[src/rtl/ctrl_pkg.sv]
// Shared constants for the processor control unit and its datapath:
// opcode values, the 4-bit state encoding shown on the hex displays,
// and the ALU function selects.
package ctrl_pkg;

   localparam logic [3:0] OP_NOOP  = 4'd0;
   localparam logic [3:0] OP_STORE = 4'd1;
   localparam logic [3:0] OP_LOAD  = 4'd2;
   localparam logic [3:0] OP_ADD   = 4'd3;
   localparam logic [3:0] OP_SUB   = 4'd4;
   localparam logic [3:0] OP_HALT  = 4'd5;
   localparam logic [3:0] OP_JMP   = 4'd6;

   localparam logic [2:0] ALU_PASS = 3'd0;
   localparam logic [2:0] ALU_ADD  = 3'd1;
   localparam logic [2:0] ALU_SUB  = 3'd2;

   // The encoding doubles as the display code, so the values are fixed.
   typedef enum logic [3:0] {
      ST_INIT   = 4'd0,
      ST_FETCH  = 4'd1,
      ST_DECODE = 4'd2,
      ST_NOOP   = 4'd3,
      ST_LOADA  = 4'd4,
      ST_LOADB  = 4'd5,
      ST_STORE  = 4'd6,
      ST_ADD    = 4'd7,
      ST_SUB    = 4'd8,
      ST_HALT   = 4'd9,
      ST_JUMP   = 4'd10
   } state_e;

   function automatic logic [3:0] opcodeOf(input logic [15:0] ir);
      return ir[15:12];
   endfunction

endpackage

[src/rtl/control_unit_program_counter.sv]
// Program counter register: async clear, increment, and a jump load that
// takes priority over increment. Increment wraps silently at 2^PC_W.
module program_counter #(
   parameter int PC_W = 5
) (
   input  logic            Clk,
   input  logic            Reset,
   input  logic            inc_i,
   input  logic            load_i,
   input  logic [PC_W-1:0] target_i,
   output logic [PC_W-1:0] pc_o
);

   logic [PC_W-1:0] pc_q;
   logic [PC_W-1:0] pc_d;

   // Choose the next PC; a jump load wins over a pending increment.
   always_comb begin
      pc_d = pc_q;
      if (load_i) begin
         pc_d = target_i;
      end else if (inc_i) begin
         pc_d = pc_q + PC_W'(1);
      end
   end

   // PC register, cleared immediately by Reset.
   always_ff @(posedge Clk or posedge Reset) begin
      if (Reset) begin
         pc_q <= '0;
      end else begin
         pc_q <= pc_d;
      end
   end

   assign pc_o = pc_q;

endmodule

[src/rtl/control_unit.sv]
// Fetch/decode/execute control unit owning the PC and instruction register.
// All datapath controls are decoded combinationally from the state register
// and IR, so asserting Reset drops every write enable at once.
// Optional feature macro: CTRL_JUMP_EN adds op 6 = JMP to IR[PC_W-1:0].
module control_unit
   import ctrl_pkg::*;
#(
   parameter int PC_W = 5,
   parameter int D_AW = 8
) (
   input  logic            Clk,
   input  logic            Reset,
   input  logic [15:0]     IR_Data,
   output logic [PC_W-1:0] PC_Out,
   output logic [15:0]     IR_Out,
   output logic [3:0]      StateO,
   output logic [D_AW-1:0] D_Addr,
   output logic            D_Wr,
   output logic            RF_s,
   output logic [3:0]      RF_W_Addr,
   output logic            RF_W_En,
   output logic [3:0]      RF_Ra_Addr,
   output logic [3:0]      RF_Rb_Addr,
   output logic [2:0]      ALU_s0,
   output logic            Halted
);

   state_e      state_q;
   state_e      state_d;
   logic [15:0] ir_q;
   logic [15:0] ir_d;
   logic        pcInc;
   logic        pcLoad;

   program_counter #(.PC_W(PC_W)) u_pc (
      .Clk      (Clk),
      .Reset    (Reset),
      .inc_i    (pcInc),
      .load_i   (pcLoad),
      .target_i (ir_q[PC_W-1:0]),
      .pc_o     (PC_Out)
   );

   // Next-state logic plus the IR capture and PC step taken in Fetch/Jump.
   always_comb begin
      state_d = state_q;
      ir_d    = ir_q;
      pcInc   = 1'b0;
      pcLoad  = 1'b0;
      case (state_q)
         ST_INIT: begin
            state_d = ST_FETCH;
         end
         ST_FETCH: begin
            ir_d    = IR_Data;
            pcInc   = 1'b1;
            state_d = ST_DECODE;
         end
         ST_DECODE: begin
            case (opcodeOf(ir_q))
               OP_STORE: state_d = ST_STORE;
               OP_LOAD:  state_d = ST_LOADA;
               OP_ADD:   state_d = ST_ADD;
               OP_SUB:   state_d = ST_SUB;
               OP_HALT:  state_d = ST_HALT;
`ifdef CTRL_JUMP_EN
               OP_JMP:   state_d = ST_JUMP;
`endif
               default:  state_d = ST_NOOP;
            endcase
         end
         ST_LOADA: begin
            state_d = ST_LOADB;
         end
         ST_LOADB, ST_NOOP, ST_STORE, ST_ADD, ST_SUB: begin
            state_d = ST_FETCH;
         end
         ST_HALT: begin
            state_d = ST_HALT;
         end
         ST_JUMP: begin
`ifdef CTRL_JUMP_EN
            pcLoad  = 1'b1;
`endif
            state_d = ST_FETCH;
         end
         default: begin
            state_d = ST_INIT;
         end
      endcase
   end

   // State and instruction registers, both cleared by Reset.
   always_ff @(posedge Clk or posedge Reset) begin
      if (Reset) begin
         state_q <= ST_INIT;
         ir_q    <= '0;
      end else begin
         state_q <= state_d;
         ir_q    <= ir_d;
      end
   end

   // Datapath controls decoded from the current state and IR fields.
   always_comb begin
      D_Addr     = '0;
      D_Wr       = 1'b0;
      RF_s       = 1'b0;
      RF_W_Addr  = 4'd0;
      RF_W_En    = 1'b0;
      RF_Ra_Addr = 4'd0;
      RF_Rb_Addr = 4'd0;
      ALU_s0     = ALU_PASS;
      Halted     = 1'b0;
      case (state_q)
         ST_LOADA: begin
            D_Addr    = ir_q[4 +: D_AW];
            RF_W_Addr = ir_q[3:0];
         end
         ST_LOADB: begin
            D_Addr    = ir_q[4 +: D_AW];
            RF_s      = 1'b1;
            RF_W_Addr = ir_q[3:0];
            RF_W_En   = 1'b1;
         end
         ST_STORE: begin
            D_Addr     = ir_q[4 +: D_AW];
            RF_Ra_Addr = ir_q[3:0];
            D_Wr       = 1'b1;
         end
         ST_ADD, ST_SUB: begin
            RF_Ra_Addr = ir_q[11:8];
            RF_Rb_Addr = ir_q[7:4];
            ALU_s0     = (state_q == ST_ADD) ? ALU_ADD : ALU_SUB;
            RF_W_Addr  = ir_q[3:0];
            RF_W_En    = 1'b1;
         end
         ST_HALT: begin
            Halted = 1'b1;
         end
         default: begin
         end
      endcase
   end

   assign IR_Out = ir_q;
   assign StateO = state_q;

endmodule

[config.mk]
export PLATFORM = sky130hd
export DESIGN_NAME = control_unit
export DESIGN_NICKNAME = d
export VERILOG_FILES = /design/src/rtl/ctrl_pkg.sv /design/src/rtl/control_unit_program_counter.sv /design/src/rtl/control_unit.sv
export SDC_FILE = /design/constraint.sdc
export NUM_CORES = 1
export LEC_CHECK = 0
export ABC_AREA = 1
export CAP_MARGIN = 20
export CORE_MARGIN = 1
export CORE_UTILIZATION = 39
export DETAILED_ROUTE_END_ITERATION = 10
export HOLD_SLACK_MARGIN = 0.02
export PLACE_DENSITY = 0.87
export SLEW_MARGIN = 20
export SYNTH_ARGS = -nofsm -noshare
export SYNTH_HDL_FRONTEND = slang
export SYNTH_SLANG_ARGS = --single-unit
[constraint.sdc]
create_clock -name Clk -period 1.85 [get_ports Clk]
set_clock_uncertainty 0.2 [all_clocks]
set_input_delay 0.2775 -clock Clk [delete_from_list [all_inputs] [get_ports Clk]]
set_output_delay 0.2775 -clock Clk [all_outputs]
set_load 0.03 [all_outputs]
==> results.cfg, run 1 <==
[timing]
rsz0062_at_grt = yes
fmax_mhz = 489
finalCritPeriodShare_pct = 111
setup_viol = 25
slew_violations = 0
final.setup.worst_slack_ns = -0.197
final_hold_viol_count = 0
period_needed_ns = 2.05

[worst_setup_path]
r2r_slack_ns = 0.16
reg2reg_from = StateO[0]$_DFF_PP0_
cp.depth = 7
crit_path_frequent_cell = nor2_4
worst_r2r_path_depth = 8
cp-start-kind = flip-flop
crit_arrival_ns = 1.57
worst-path-max-fanout = 6
setup.worst_path.end_class = output port
r2r-end = IR_Out[10]$_DFFE_PP0P_
path_buf_inv = 3
path_cells = inv_2, nand2_4, nor2_4, nor2_4, buf_12, o22ai_4, buf_6
critPathMaxStageDelay_ns = 0.47
crit_family = flip-flops
critPathKind = flip-flop to output port
required_ns = 1.37
crit_slowest_cell = dfrtp_2

[job]
max_cap_viol_count = 0

[grt]
overflow = 0
grt_usage_pct = 22.9
grt_pass1_vias = 1402
grt_max_degree = 26
grt_pass1_wl_um = 6180
antenna_found_initial = 0

[layout]
utilization_pct = 77.0
final_net_count = 272
layout-drive-gt1-share_pct = 35.7
diodes = 0
synthToLayoutAreaGrowth_pct = 83.5

[cts]
numCtsBuffers = 3
cts.reportedPaths.clkPinSlew_ns = 0.15
cts_sinks = 25
insertion_delay_ns = 0.31
max-clock-path-buffers = 2
cts_tree = yes
root_buffer = clkbuf_4
htreeDepth = 1

[drt]
avgRoutedWirePerCell_um = 13.3
vias_per_cell = 4.75
wl_um = 3920
drc = 0
ant_nets = 0
vias = 1407
detail_route.iter0.violations = 30
drt_pass1_iterations = 4

[die]
die_x_um = 59.8
start_util_pct = 42.0
die_y_um = 59.8
die_area_um2 = 3570
core_region_area_um2 = 3100
ios = 70
num_rows = 20

[synth]
synthSimpleGateAreaFrac_pct = 26.8
synth_seq_cells = 25
synthAdderAreaFrac_pct = 0.961
syn_nets = 180
yosys_warnings = 0
synth_top_family_by_area = simple AND/OR/NAND/NOR gates
synth_cell_types = 22
syn_avg_cell_area_um2 = 8.09
synth_xor_area_share_pct = 3.27
syn_inst = 161
synthMuxAreaShare_pct = 0
ys_seq_area_share_pct = 48.0
syn_area_um2 = 1300
synth_compound_area_share_pct = 10.9

[worst_hold_path]
worstHoldPathType = input port to async pin

[placement]
gpl.final_weighted_congestion = 0.793
io_buffers = 68
dpl.hpwl_um = 2730
place_ws_ns = -0.0106

[outcome]
violations = negative setup slack
status = finished with violations

[power]
irDropWorstVdd_uv = 1130
power_density_nw_per_um2 = 1700
power_leakage_uw = 0.00125
==> how the worst max path moves through the flow <==
stage                        start            end
2_1_floorplan  StateO[2]$_DFF_PP0_  RF_Ra_Addr[0]
3_3_place_gp   StateO[2]$_DFF_PP0_  RF_Ra_Addr[1]
3_5_place_dp   StateO[2]$_DFF_PP0_  RF_Ra_Addr[2]
4_1_cts        StateO[3]$_DFF_PP0_  RF_Ra_Addr[2]
5_1_grt        StateO[3]$_DFF_PP0_  RF_Ra_Addr[0]
6_report       StateO[3]$_DFF_PP0_  RF_Ra_Addr[0]
==> through the flow <==
step                total power (uW)  instance area [um2]  setup TNS, ns  instances  hold slack [ns]
floorplan                       2750                 1410              0        161            0.105
global placement                3670                 2140              0        282            0.282
detailed placement              3730                 2140        -0.0106        282            0.284
CTS                             4060                 2310          -2.80        293            0.111
global route                    4330                 2390          -4.76        296            0.142
finish                          4060                 2390          -3.34        296           0.0925
==> placed cells by master, fill, tap and decap left out, drive strengths merged <==
cell and instances:
clkdlybuf4s50 17, nor2 42, nand2 26, clkbuf 4, a21oi 18, o22ai 5
xor2 1, nand3 8, inv 24, dfrtp 25, dlygate4sd2 11, o21bai 1
nor2b 1, dlymetal6s2s 14, o21ai 1, xnor2 3, ha 1, buf 49
conb 1
==> metal layers <==
| metal | up-vias | track usage (%) | routed length, um |
|---|---|---|---|
| li1 | 680 | - | - |
| met1 | 671 | 28.8 | 1600 |
| met2 | 48 | 40.0 | 2050 |
| met3 | 8 | 3.90 | 185 |
| met4 | 0 | 6.98 | 80 |
| met5 | - | 0 | 0 |
==> cell families after synthesis <==
group           count (synthesis)
flops                          25
buf+inv                        28
fa+ha+maj                       1
compound gates                 25
other cells                     1
simple gates                   77
xor+xnor                        4
==> state kept, by name, summed over array words and instances (netlist names) <==
signal	count
StateO	4
IR_Out	16
u_pc.pc_o	5
==> power breakdown <==
| part | switching (uW) | total (uW) | leakage, uW | internal, uW |
|---|---|---|---|---|
| combinational | 1740 | 2810 | 0.000950 | 1060 |
| sequential | 192 | 1010 | 0.000284 | 815 |
| clock | 163 | 247 | 0.0000150 | 84.1 |
==> cells in the mapped netlist <==
library cell	instances	area (um2)
inv_1	22	82.6
conb_1	1	3.75
o21bai_1	1	7.51
nor2_4	4	45.0
xor2_1	1	8.76
nor2b_4	1	13.8
buf_4	2	15.0
o22ai_1	5	31.3
a21oi_1	16	80.1
ha_1	1	12.5
a21oi_2	2	17.5
inv_2	2	7.51
xnor2_2	1	16.3
nor2_1	38	143
nand2_4	1	11.3
nand3_1	8	40.0
nand2_1	24	90.1
dfrtp_1	25	626
buf_6	2	22.5
nand2_2	1	6.26
o21ai_1	1	5.00
xnor2_1	2	17.5
==> worst register-to-register path, delay by kind of cell (launching register included) <==
kind	cells	cell delay (ns)
and+or+nand+nor	3	0.31
buffers and inverters	4	0.55
AOI/OAI and AO/OA	1	0.06
DFF	1	0.45
==> final cells by class <==
class / count / area [um2]
timing repair buffer: 91 / 893
fill: 252 / 713
multi-input combinational: 108 / 692
sequential: 25 / 631
inverter: 24 / 92.6
tap: 44 / 55.1
clock buffer: 4 / 26.3
==> what timing repair did <==
action,CTS,global route
pin swaps,6,0
resized for setup,37,21
hold buffers,0,0
endpoints found under the setup margin,36,39
buffers inserted,7,5
Note: power is estimated with default switching activity, not from simulation.
==> run 2, diff against run 1 <==
--- a/config.mk
+++ b/config.mk
@@ -8,10 +8,10 @@
 export ABC_AREA = 1
 export CAP_MARGIN = 20
 export CORE_MARGIN = 1
-export CORE_UTILIZATION = 39
+export CORE_UTILIZATION = 35
 export DETAILED_ROUTE_END_ITERATION = 10
 export HOLD_SLACK_MARGIN = 0.02
-export PLACE_DENSITY = 0.87
+export PLACE_DENSITY = 0.83
 export SLEW_MARGIN = 20
 export SYNTH_ARGS = -nofsm -noshare
 export SYNTH_HDL_FRONTEND = slang
==> constraint.sdc (replaced) <==
create_clock -name Clk -period 1.75 [get_ports Clk]
set_clock_uncertainty 0.2 [all_clocks]
set_input_delay 0.2625 -clock Clk [delete_from_list [all_inputs] [get_ports Clk]]
set_output_delay 0.2625 -clock Clk [all_outputs]
set_load 0.03 [all_outputs]
==> results.cfg, run 2 (synthesized netlist as in run 1, its figures left out) <==
[layout]
layout-drive-gt1-share_pct = 36.5
final_net_count = 275
synthToLayoutAreaGrowth_pct = 85.6
final_cells = 301
final_common_cell = buf_4
diodes = 0
largest_reg_flops = 16
layout_common_cells = 32 x buf_4, 28 x nor2_1, 22 x nand2_1, 21 x dfrtp_1, 21 x dlygate4sd2_1
utilization_pct = 70.2
fin_area_um2 = 2420

[power]
power_density_nw_per_um2 = 1850
seqPwrFrac_pct = 23.7
design_power_total_uw = 4460
p_sw_uw = 2250
switching_share_pct = 50.4
comb_power_share_pct = 69.0
power_leakage_uw = 0.00122
irDropWorstVdd_uv = 1110
power.internal_uw = 2210
p_clk_share_pct = 7.3

[grt]
grt_pass1_wl_um = 6310
overflow = 0
grt_pass1_vias = 1322
grt_max_degree = 26
grt_usage_pct = 20.7
antenna_found_initial = 0

[placement]
gpl.final_weighted_congestion = 0.832
io_buffers = 68
dp_cells = 288
dpl_cell_area_um2 = 2220
dpl.hpwl_um = 2980

[worst_setup_path]
path_buf_inv = 2
worst-path-max-fanout = 8
setup.worst_path.end_class = output port
worst_r2r_path_depth = 7
cp.depth = 6
cp-start-kind = flip-flop
required_ns = 1.29
crit_slowest_cell = dfrtp_2
path_cells = nor2_2, nor2b_4, nor2_4, buf_12, o22ai_4, buf_6
crit_family = flip-flops
critPathMaxStageDelay_ns = 0.44
critPathKind = flip-flop to output port
crit_arrival_ns = 1.49

[die]
ios = 70
die_area_um2 = 3970
core_region_area_um2 = 3440
die_x_um = 63.0
num_rows = 21
die_y_um = 63.0
start_util_pct = 37.8

[cts]
cts_sinks = 25
insertion_delay_ns = 0.26
numCtsBuffers = 3
cts.reportedPaths.clkPinSlew_ns = 0.08
root_buffer = clkbuf_8
htreeDepth = 1
cts_tree = yes
hold_buffers = 0
max-clock-path-buffers = 2

[job]
max_cap_viol_count = 0

[timing]
finalCritPeriodShare_pct = 111
slew_violations = 0
final.setup.worst_slack_ns = -0.200
rsz0062_at_grt = yes
finalSetupTns_ns = -2.88
setup_viol = 23
period_needed_ns = 1.95
fmax_mhz = 513
final_hold_viol_count = 0

[worst_hold_path]
worstHoldPathType = input port to async pin

[drt]
vias = 1364
drt_pass1_iterations = 3
detail_route.iter0.violations = 28
avgRoutedWirePerCell_um = 12.9
ant_nets = 0
vias_per_cell = 4.53
drc = 0
wl_um = 3870

[outcome]
violations = negative setup slack
status = finished with violations
[run 2: changes by cell type in the layout (fill, tap and decap cells not counted), sizes merged]
cell          previous run  this run
buf                     49        52
dlygate4sd2             11        21
dlymetal6s2s            14         4
[run 2: tightest hold or removal path: cells and delay by family]
family	cells	cell delay, ns
buffers and inverters	3	0.74
[run 2: cell type report]
class	count	area [um2]
inverter	24	92.6
fill	295	1020
clock buffer	4	45.0
tap	46	57.6
sequential	25	631
multi-input combinational	108	696
timing repair buffer	94	896
[run 2: path summary, 6_finish.rpt]
kind / end / startpoint / slack (ns)
worst min-delay path: IR_Out[2]$_DFFE_PP0P_ / Reset / 0.15
worst max-delay path: RF_Ra_Addr[1] / StateO[1]$_DFF_PP0_ / -0.20
worst max register to register: StateO[3]$_DFF_PP0_ / StateO[2]$_DFF_PP0_ / 0.19
min in group Clk: u_pc.pc_o[3]$_DFFE_PP0P_ / u_pc.pc_o[3]$_DFFE_PP0P_ / 0.30
worst min register to register: u_pc.pc_o[3]$_DFFE_PP0P_ / u_pc.pc_o[3]$_DFFE_PP0P_ / 0.30
max in group asynchronous: StateO[1]$_DFF_PP0_ / Reset / 0.95
[run 2: power groups by stage]
stage / Combinational, uW / Sequential (uW) / Clock, uW
global placement: 2970 / 1060 / 0
finish: 3080 / 1060 / 326
detailed placement: 3030 / 1080 / 0
CTS: 3070 / 1060 / 337
floorplan: 1300 / 1610 / 0
global route: 3310 / 1100 / 366
[run 2: metrics by stage]
step | hold WS, ns | setup WS [ns]
CTS | 0.158 | -0.191
finish | 0.145 | -0.200
floorplan | 0.0895 | -0.0698
detailed placement | 0.292 | -0.0213
global route | 0.203 | -0.261
global placement | 0.280 | 0.0201
[run 2: per-layer routing]
metal	GRT usage [%]	wire, um	vias to the layer above
met4	4.36	20	0
met2	37.2	2110	34
li1	-	-	681
met3	3.28	136	2
met1	25.6	1600	647
met5	0	0	-
[run 2: what timing repair did]
item,in CTS,in global routing
cloned,0,0
buffers inserted,9,2
gates resized for setup,44,11
pin swaps,4,2
setup endpoints to repair,45,29
==> run 3, diff against run 2 <==
--- a/config.mk
+++ b/config.mk
@@ -7,11 +7,14 @@
 export LEC_CHECK = 0
 export ABC_AREA = 1
 export CAP_MARGIN = 20
+export CELL_PAD_IN_SITES_DETAIL_PLACEMENT = 1
+export CELL_PAD_IN_SITES_GLOBAL_PLACEMENT = 1
 export CORE_MARGIN = 1
-export CORE_UTILIZATION = 35
+export CORE_UTILIZATION = 24
 export DETAILED_ROUTE_END_ITERATION = 10
 export HOLD_SLACK_MARGIN = 0.02
-export PLACE_DENSITY = 0.83
+export PLACE_DENSITY = 0.82
+export RECOVER_POWER = 100
 export SLEW_MARGIN = 20
 export SYNTH_ARGS = -nofsm -noshare
 export SYNTH_HDL_FRONTEND = slang
==> results.cfg, run 3 (synthesized netlist as in run 1, its figures left out) <==
[timing]
final_hold_viol_count = 0
relSlewSlack_pct = 54.7
worstMarginPinSlew_ns = 0.680
slew_violations = 0
finalCritPeriodShare_pct = 114
setup_viol = 32
period_needed_ns = 1.99
fmax_mhz = 502
rsz0062_at_grt = yes
finalSetupTns_ns = -4.02
final.setup.worst_slack_ns = -0.243

[worst_setup_path]
worst-path-max-fanout = 6
crit_slowest_cell = dfrtp_2
path_cells = nor2_4, nor2b_4, nor2_4, buf_12, o22ai_4, buf_6
crit_family = flip-flops
r2r_slack_ns = -0.01
crit_path_frequent_cell = nor2_4
critPathKind = flip-flop to output port
setup.worst_path.end_class = output port
required_ns = 1.29
cp-start-kind = flip-flop
cp-startpoint = StateO[1]$_DFF_PP0_
reg2reg_from = StateO[1]$_DFF_PP0_
path_buf_inv = 2
crit_arrival_ns = 1.53
critPathMaxStageDelay_ns = 0.47

[cts]
insertion_delay_ns = 0.27
cts.reportedPaths.clkPinSlew_ns = 0.09
htreeDepth = 1
root_buffer = clkbuf_8
cts_sinks = 25
cts_tree = yes
numCtsBuffers = 3
max-clock-path-buffers = 2

[job]
max_cap_viol_count = 0

[grt]
antenna_found_initial = 0
grt_usage_pct = 16.8
grt_pass1_wl_um = 7150
overflow = 0
grt_max_degree = 26
grt_pass1_vias = 1479

[drt]
detail_route.iter0.violations = 32
vias_per_cell = 4.39
drt_pass1_iterations = 3
vias = 1448
ant_nets = 0
avgRoutedWirePerCell_um = 14.4
drc = 0
wl_um = 4760

[die]
die_area_um2 = 5730
die_x_um = 75.7
core_region_area_um2 = 5170
start_util_pct = 25.2
die_y_um = 75.7
ios = 70
num_rows = 26

[outcome]
violations = negative setup slack
status = finished with violations

[power]
power_leakage_uw = 0.00124
power_density_nw_per_um2 = 1830
irDropWorstVdd_uv = 855

[worst_hold_path]
worstHoldPathType = flip-flop to flip-flop
holdCritStartpoint = u_pc.pc_o[3]$_DFFE_PP0P_

[layout]
layout_common_cells = 28 x buf_6, 25 x dlygate4sd2_1, 24 x buf_4, 21 x dfrtp_1, 20 x nand2_1
final_net_count = 280
utilization_pct = 51.4
synthToLayoutAreaGrowth_pct = 104
largest_reg_flops = 16
diodes = 0
final_common_cell = buf_6
layout-drive-gt1-share_pct = 46.9

[placement]
dpl.hpwl_um = 3250
gpl.final_weighted_congestion = 0.746
place_ws_ns = -0.000372
io_buffers = 68
run 3: what timing repair did:
| action | 4_1_cts | 5_1_grt |
|---|---|---|
| hold buffers | 0 | 0 |
| endpoints found under the setup margin | 49 | 25 |
| pin swaps | 8 | 4 |
| setup buffers | 12 | 5 |
| gates resized for setup | 66 | 42 |
| cloned | 0 | 0 |
run 3: metal layers:
layer | global-route usage (%) | up-vias | routed length [um]
met5 | 0 | - | 0
met3 | 4.23 | 2 | 220
met1 | 19.5 | 706 | 1880
li1 | - | 698 | -
met2 | 32.0 | 42 | 2650
met4 | 1.85 | 0 | 11
run 3: final cells by class:
cell class              count  area (um2)
clock buffers               4        45.0
fillers                   583        2510
inverters                  24         103
multi-input cells         108         823
flip-flops and latches     25         631
well taps                  70        87.6
repair buffers             99         970
run 3: where the power goes:
group          leakage [uW]  switching (uW)  internal, uW
sequential         0.000284             222           864
combinational      0.000934            2110          1320
clock             0.0000228             190           163
total               0.00124            2520          2340
run 3: through the flow:
stage,power (uW),hold slack (ns),cell area [um2],instances
2_1_floorplan,2920,0.0895,1420,161
3_3_place_gp,4090,0.292,2260,312
3_5_place_dp,4150,0.298,2260,312
4_1_cts,4590,0.155,2470,325
5_1_grt,5230,0.336,2660,330
6_report,4870,0.300,2660,330
run 3: path summary, 6_finish.rpt:
check | to | cells past startpoint
setup / recovery | RF_Ra_Addr[1] | 6
hold / removal | u_pc.pc_o[3]$_DFFE_PP0P_ | 1
setup reg to reg | IR_Out[4]$_DFFE_PP0P_ | 9
hold reg to reg | u_pc.pc_o[3]$_DFFE_PP0P_ | 1
max in group asynchronous | StateO[0]$_DFF_PP0_ | 3
min in group asynchronous | IR_Out[4]$_DFFE_PP0P_ | 3
